`src/rtl/sc_core_pkg.sv`:
```
// Shared types and memory-map constants for the single-cycle core's data-memory path.
// The region bounds are inclusive; everything outside them, including I_MEM, is unserved.
package sc_core_pkg;

  typedef enum logic [1:0] {
    REG_DMEM,
    REG_CR,
    REG_VGA,
    REG_NONE
  } t_mem_region;

  typedef enum logic [1:0] {
    IDLE,
    ISSUE,
    WAIT,
    RESP
  } t_arb_state;

  localparam logic [31:0] D_MEM_REGION_FLOOR   = 32'h0001_0000;
  localparam logic [31:0] D_MEM_REGION_ROOF    = 32'h0001_FFFF;
  localparam logic [31:0] CR_REGION_FLOOR      = 32'h0002_0000;
  localparam logic [31:0] CR_REGION_ROOF       = 32'h0002_0FFF;
  localparam logic [31:0] VGA_MEM_REGION_FLOOR = 32'h00FF_0000;
  localparam logic [31:0] VGA_MEM_REGION_ROOF  = 32'h00FF_95FF;

endpackage

```
`src/rtl/sc_mem_region_dec.sv`:
```
// Combinational byte-address to target-region decoder.
// Any address outside the served windows decodes to REG_NONE.
module sc_mem_region_dec
  import sc_core_pkg::*;
#(
  parameter int ADDR_W = 32
) (
  input  logic [ADDR_W-1:0] addr_i,
  output t_mem_region       region_o
);

  // Widen so the compare works for any ADDR_W up to 64 bits.
  logic [63:0] addr_ext;
  assign addr_ext = 64'(addr_i);

  always_comb begin
    region_o = REG_NONE;
    if (addr_ext >= 64'(D_MEM_REGION_FLOOR) && addr_ext <= 64'(D_MEM_REGION_ROOF)) begin
      region_o = REG_DMEM;
    end else if (addr_ext >= 64'(CR_REGION_FLOOR) && addr_ext <= 64'(CR_REGION_ROOF)) begin
      region_o = REG_CR;
    end else if (addr_ext >= 64'(VGA_MEM_REGION_FLOOR) && addr_ext <= 64'(VGA_MEM_REGION_ROOF)) begin
      region_o = REG_VGA;
    end
  end

endmodule

```
`src/rtl/sc_dmem_arbiter.sv`:
```
// Two-requester arbiter in front of the shared data memory (core = 0, debug = 1).
// Define SC_DMEM_ARB_RR_EN for round-robin contention; otherwise requester 0 always wins.
module sc_dmem_arbiter
  import sc_core_pkg::*;
#(
  parameter int ADDR_W = 32,
  parameter int DATA_W = 32
) (
  input  logic                   Clk,
  input  logic                   Rst,
  input  logic [1:0]             ReqValid,
  input  logic [1:0][ADDR_W-1:0] ReqAddr,
  input  logic [1:0]             ReqWrEn,
  input  logic [1:0][3:0]        ReqByteEn,
  input  logic [1:0][DATA_W-1:0] ReqWrData,
  output logic [1:0]             ReqReady,
  output logic [1:0]             RspValid,
  output logic [1:0][DATA_W-1:0] RspData,
  output logic [1:0]             RspErr,
  output logic                   MemReq,
  output logic [ADDR_W-1:0]      MemAddr,
  output logic                   MemWrEn,
  output logic [3:0]             MemByteEn,
  output logic [DATA_W-1:0]      MemWrData,
  output t_mem_region            MemRegion,
  input  logic [DATA_W-1:0]      MemRdData,
  output t_arb_state             DbgState
);

  // Handshake: a request transfers on a rising edge where ReqValid[i] && ReqReady[i];
  // the requester holds its payload stable until then, and ReqReady never depends on
  // anything the requester drives other than ReqValid.

  t_arb_state          state_q, state_d;
  logic                owner_q;
  logic [ADDR_W-1:0]   addr_q;
  logic                wren_q;
  logic [3:0]          be_q;
  logic [DATA_W-1:0]   wdata_q;
  logic [DATA_W-1:0]   rsp_data_q;
  t_mem_region         region;
  logic                contend_winner;
  logic                grant;
  logic                hs;

`ifdef SC_DMEM_ARB_RR_EN
  logic last_q;

  assign contend_winner = ~last_q;

  // Pointer starts at 1 so requester 0 wins the first contention.
  always_ff @(posedge Clk) begin
    if (Rst) begin
      last_q <= 1'b1;
    end else if (hs) begin
      last_q <= grant;
    end
  end
`else
  assign contend_winner = 1'b0;
`endif

  assign grant = (&ReqValid) ? contend_winner : ReqValid[1];

  always_comb begin
    ReqReady = '0;
    if (state_q == IDLE && !Rst && (|ReqValid)) begin
      ReqReady[grant] = 1'b1;
    end
  end

  assign hs = |(ReqValid & ReqReady);

  sc_mem_region_dec #(
    .ADDR_W(ADDR_W)
  ) u_dec (
    .addr_i  (addr_q),
    .region_o(region)
  );

  always_comb begin
    state_d = state_q;
    case (state_q)
      IDLE:    if (hs) state_d = ISSUE;
      ISSUE:   state_d = (region != REG_NONE && !wren_q) ? WAIT : RESP;
      WAIT:    state_d = RESP;
      RESP:    state_d = IDLE;
      default: state_d = IDLE;
    endcase
  end

  always_ff @(posedge Clk) begin
    if (Rst) begin
      state_q    <= IDLE;
      owner_q    <= 1'b0;
      addr_q     <= '0;
      wren_q     <= 1'b0;
      be_q       <= '0;
      wdata_q    <= '0;
      rsp_data_q <= '0;
    end else begin
      state_q <= state_d;
      if (hs) begin
        owner_q    <= grant;
        addr_q     <= ReqAddr[grant];
        wren_q     <= ReqWrEn[grant];
        be_q       <= ReqByteEn[grant];
        wdata_q    <= ReqWrData[grant];
        rsp_data_q <= '0;
      end
      if (state_q == WAIT) begin
        rsp_data_q <= MemRdData;
      end
    end
  end

  // Writes and errors keep rsp_data_q at the zero loaded on handshake.
  always_comb begin
    MemReq    = 1'b0;
    MemAddr   = '0;
    MemWrEn   = 1'b0;
    MemByteEn = '0;
    MemWrData = '0;
    MemRegion = REG_DMEM;
    RspValid  = '0;
    RspData   = '0;
    RspErr    = '0;
    if (state_q == ISSUE) begin
      MemReq    = (region != REG_NONE);
      MemAddr   = addr_q;
      MemWrEn   = wren_q;
      MemByteEn = be_q;
      MemWrData = wdata_q;
      MemRegion = region;
    end
    if (state_q == RESP) begin
      RspValid[owner_q] = 1'b1;
      RspData[owner_q]  = rsp_data_q;
      RspErr[owner_q]   = (region == REG_NONE);
    end
  end

  assign DbgState = state_q;

endmodule

```
`config.mk`:
```
export PLATFORM = sky130hd
export DESIGN_NAME = sc_dmem_arbiter
export DESIGN_NICKNAME = d
export VERILOG_FILES = /design/src/rtl/sc_core_pkg.sv /design/src/rtl/sc_mem_region_dec.sv /design/src/rtl/sc_dmem_arbiter.sv
export SDC_FILE = /design/constraint.sdc
export NUM_CORES = 1
export LEC_CHECK = 0
export ABC_AREA = 1
export BUFFER_PORTS_ARGS = -buffer_cell sky130_fd_sc_hd__clkbuf_2
export CAP_MARGIN = 20
export CELL_PAD_IN_SITES_DETAIL_PLACEMENT = 1
export CELL_PAD_IN_SITES_GLOBAL_PLACEMENT = 2
export CORE_MARGIN = 4
export CORE_UTILIZATION = 23
export DETAILED_ROUTE_END_ITERATION = 12
export GPL_ROUTABILITY_DRIVEN = 0
export PLACE_DENSITY = 0.91
export SLEW_MARGIN = 20
export SYNTH_ARGS = -nofsm -noshare
export SYNTH_HDL_FRONTEND = slang
export SYNTH_HIERARCHICAL = 1
export SYNTH_SLANG_ARGS = --single-unit
```
`constraint.sdc`:
```
create_clock -name Clk -period 2.1 [get_ports Clk]
set_input_delay 0 -clock Clk [delete_from_list [all_inputs] [get_ports Clk]]
set_output_delay 0 -clock Clk [all_outputs]
set_load 0.05 [all_outputs]
```
* After elaboration in Yosys (flattened, before gate mapping)
Cells that the tools add are included.
Storage, ports and cells: register bits after elaboration 104, input bits 174, output and inout port bits 144, word-level logic and storage cells 74
Operators by class: $lt $le $gt $ge 10, eq/ne operators 6, multiplexer cells 33, bitwise logic cells 3, reduce and logical (&&, ||, !) cells 15
Operators with widths (number):
- 32-bit two-way mux | 9
- 64-bit bitwise AND | 1
- 64-bit two-way mux | 1
- 32-bit demux with 1-bit select | 1
- 32-bit by 17-bit greater-or-equal comparator with 1-bit output (second input constant) | 1
- 32-bit by 18-bit greater-or-equal comparator with 1-bit output (second input constant) | 1
- 32-bit by 24-bit greater-or-equal comparator with 1-bit output (second input constant) | 1
- 32-bit by 17-bit <= comparator with 1-bit output (second input constant) | 1
- 32-bit by 18-bit <= comparator with 1-bit output (second input constant) | 1
- 32-bit by 24-bit <= comparator with 1-bit output (second input constant) | 1
- 2-bit two-way mux | 7
- 4-bit two-way mux | 3
- 1-bit two-way mux | 9
- 1-bit logical AND | 8
- 2-bit case mux with 4 select lines | 1
- 2-bit == test (second input constant) | 3
- 2-bit bitwise AND | 2
- 1-bit by 2-bit less-than comparator with 1-bit output (second input constant) | 2
- 2-bit != test (second input constant) | 2
- 2-bit OR reduction | 2
- 1-bit demux with 1-bit select | 2
- 2-bit by 1-bit == test with 1-bit output (second input constant) | 1
- 1-bit greater-or-equal comparator (second input constant) | 2
- 1-bit logical NOT | 2
- other kinds (3) | 3

* Longest topological paths before layout
word-level depth 11, depth in mapped cells 13, depth with buffers taken out 13

* Hierarchy
Netlist, hierarchy kept.
By module, submodules not included:
- sc_dmem_arbiter | times used 1, cells each 967, area each 5773.0 um2, sequential area each 2082.0 um2
- sc_mem_region_dec | times used 1, cells each 46, area each 186.4 um2, sequential area each 0.0 um2

* Least setup slack after synthesis
OpenSTA, ideal clock, no wires.
path type register to output, start reg state_q[0], in the netlist DbgState[0], end out RspData[10] in the netlist's numbering, arrival 2.796 ns, data required time 2.100 ns, path slack -0.696 ns, stages on the path, launching flop included 7, buffers on the path 1, cells stage by stage dfxtp_1 > ha_1 > inv_1 > nor2_1 > inv_1 > buf_1 > nor2_1
RTL lines:
- start, declared | line sc_dmem_arbiter.sv:34 | t_arb_state state_q, state_d;
- start signal, assigned | line sc_dmem_arbiter.sv:102 | state_q <= state_d;
- end, declared | line sc_dmem_arbiter.sv:18 | output logic [1:0][DATA_W-1:0] RspData,

==> results_dict.tcl <==
set metrics [dict create \
    grt_max_degree 75 \
    cts_htree_levels 3 \
    grt_pass1_wl_um 40300 \
    timing.final.ws_setup_ps 114 \
    power.internal_mw 4.29 \
    p_comb_frac 0.450 \
    period_needed_ps 1990 \
    maxSlewViolCount 0 \
    antenna_found_initial 1 \
    hpwl_um 17400 \
    track_usage 0.171 \
    end_kind "output port" \
    drc 0 \
    cp-startpoint "DbgState[0]" \
    rsz0062_at_grt "no" \
    max_freq_mhz 503 \
    reg2reg_depth 8 \
    slew_headroom 0.451 \
    critPathKind "reg -> out" \
    hold_viol 0 \
    first_pass_iters 4 \
    grt.overflow.total 0 \
    irDropWorstVdd_uv 399 \
    nets 1592 \
    clkPwrFrac 0.222 \
    cp.required_ps 2100 \
    synth_area_um2 5960 \
    die-area_um2 28600 \
    synth_flop_cell "dfxtp_1" \
    vias_per_cell 4.40 \
    final_common_cell "nand2_1" \
    drt_wl_total_um 25200 \
    insertion_delay_ps 340 \
    drive_gt1_frac 0.276 \
    clk_pin_slew_ps 70 \
    crit_path_max_fanout 15 \
    cts_buffer_depth 2 \
    syn_to_final_growth_pct 59.8 \
    final.setup.tns_ps 0 \
    hold_class "in -> reg" \
    cts_setup_buffers 0 \
    pre_cts_slack_ps 356 \
    finalCritPeriodShare 0.946 \
    setup_viol 0 \
    finClkSkew_ps 6.08 \
    ant_nets 0 \
    worstPathCellList "ha_1 > inv_1 > nor2_4 > inv_2 > buf_4 > nor2_2 > clkbuf_2" \
    grt_pass1_vias 8040 \
    crit_buf_inv 4 \
    p_switching_mw 3.36 \
    pin_count 318 \
    synth-warning-count 6 \
    p_per_area_nw_per_um2 803 \
    root_buffer "clkbuf_16" \
    critPathLaunchType "register" \
    dpl.cell_count 1604 \
    crit_arrival_ps 1990 \
    ys_async_sr_fraction 0 \
    numCtsBuffers 9 \
    p_leak_nw 5.00 \
    cpMaxStageDelayCell "dfxtp_2" \
    routedWlPerCell_um 14.4 \
    synth_edf_count 0 \
    status "finished, final reports clean" \
    hold_path_end "addr_q[4]" \
    port_buffers 317 \
    seq_area_frac_synth 0.349 \
    cts_tree "done" \
    vias 7684 \
    r2r-start "DbgState[0]" \
    ys_ff_latch 104 \
    cts_sinks 104 \
    reg2reg_to "addr_q[7]" \
    seqPwrFrac 0.328 \
    final_cell_mix "nand2_1 (402), clkbuf_2 (314), dlygate4sd3_1 (128), inv_1 (120), a21oi_1 (103)" \
    rrSetupSlack_ps 340 \
    drv_cap 0 \
    synthesis.nets 1192 \
    die_height_um 169 \
    start_util 0.235 \
    final_cells 1747 \
    min-delay-start "ReqAddr[36]" \
    worst_path_dominant_cell_family "buffers and inverters" \
    path_depth 7 \
    synth_area_per_cell_um2 5.88 \
    fp.dieW_um 169 \
    coreArea_um2 25300 \
    drtIter0Drc 250 \
    num_rows 58 \
    min_path_cells 5 \
    swShare 0.439 \
    synth_cells 1013 \
    max_stage_delay_ps 360 \
    worst_slew_pin_slew_ps 823 \
    synth_cell_types 24 \
]
[state kept, by name, indices dropped and copies added (netlist names)]
register    flops
be_q            4
wdata_q        32
wren_q          1
rsp_data_q     32
DbgState        2
addr_q         32
owner_q         1
[worst reg2reg max path: stages (launching register included)]
cell	delay [ps]
dfxtp_2	400
inv_1	90
ha_1	250
nand2_4	120
nor2_8	50
inv_4	230
buf_12	260
nand2_1	110
a21oi_1	180
[worst max path at each step]
stage	slack, ps	to
3_3_place_gp	410	addr_q[15]
4_1_cts	110	MemReq
5_1_grt	5	MemReq
3_5_place_dp	360	wdata_q[28]
2_1_floorplan	90	RspData[10]
6_report	110	RspData[12]
[power by group through the flow]
stage | registers (mW) | clock network [mW] | logic, mW
6_report | 2.51 | 1.70 | 3.44
5_1_grt | 2.56 | 1.83 | 3.83
4_1_cts | 2.51 | 1.76 | 3.50
3_5_place_dp | 2.56 | 0 | 3.28
3_3_place_gp | 2.54 | 0 | 3.24
2_1_floorplan | 2.56 | 0 | 2.32
[metrics by stage]
| step | utilization | total power, mW | instance area [µm²] | hold slack (ps) |
|---|---|---|---|---|
| after detailed placement | 0.314 | 5.84 | 7960 | 236 |
| final | 0.376 | 7.65 | 9530 | 6.78 |
| after floorplan | - | 4.88 | 6100 | 140 |
| after global routing | 0.376 | 8.22 | 9530 | 20.0 |
| after global placement | 0.314 | 5.78 | 7960 | 229 |
| after CTS | 0.376 | 7.77 | 9520 | 0.477 |
[routing by layer]
| layer | global-route usage | wire (µm) | part of all wire | vias up |
|---|---|---|---|---|
| met5 | 0 | 0 | 0 | - |
| met4 | 0.0567 | 655 | 0.026 | 0 |
| met3 | 0.0413 | 1580 | 0.063 | 42 |
| met2 | 0.312 | 12600 | 0.50 | 210 |
| met1 | 0.196 | 10300 | 0.41 | 3562 |
| li1 | - | - | - | 3870 |
[repair_timing]
item,in CTS,in global routing
endpoints found under the hold margin,90,0
gates resized for setup,0,1
setup endpoints to repair,0,1
hold buffers,128,0
[cell type report]
type	instances	area (µm²)
repair buffers	462	3100
well taps	330	413
clock inverters	5	58.8
clock buffers	9	225
inverters	124	468
flip-flops and latches	104	2080
diodes	1	2.50
multi-input cells	712	3170
fillers	3397	15800
[logic make-up after synthesis]
family / synth area share
simple gates: 0.406
buf+inv: 0.143
compound gates: 0.0915
flops: 0.349
fa+ha+maj: 0.0105
[Yosys cell counts, types with 2 or more instances]
library cell  number  area (µm²)
inv_1            121         454
buf_2             16        80.1
o21ai_0            3        15.0
o21bai_1           2        15.0
buf_1              6        22.5
buf_4              3        22.5
ha_1               5        62.6
dfxtp_1          104        2080
nand2_1          403        1510
nor2_1            87         327
inv_2              2        7.51
a21oi_1          103         515
buf_6              9         101
clkbuf_1          38         143
nand3_1          102         510
Note: power is estimated with default switching activity, not from simulation.
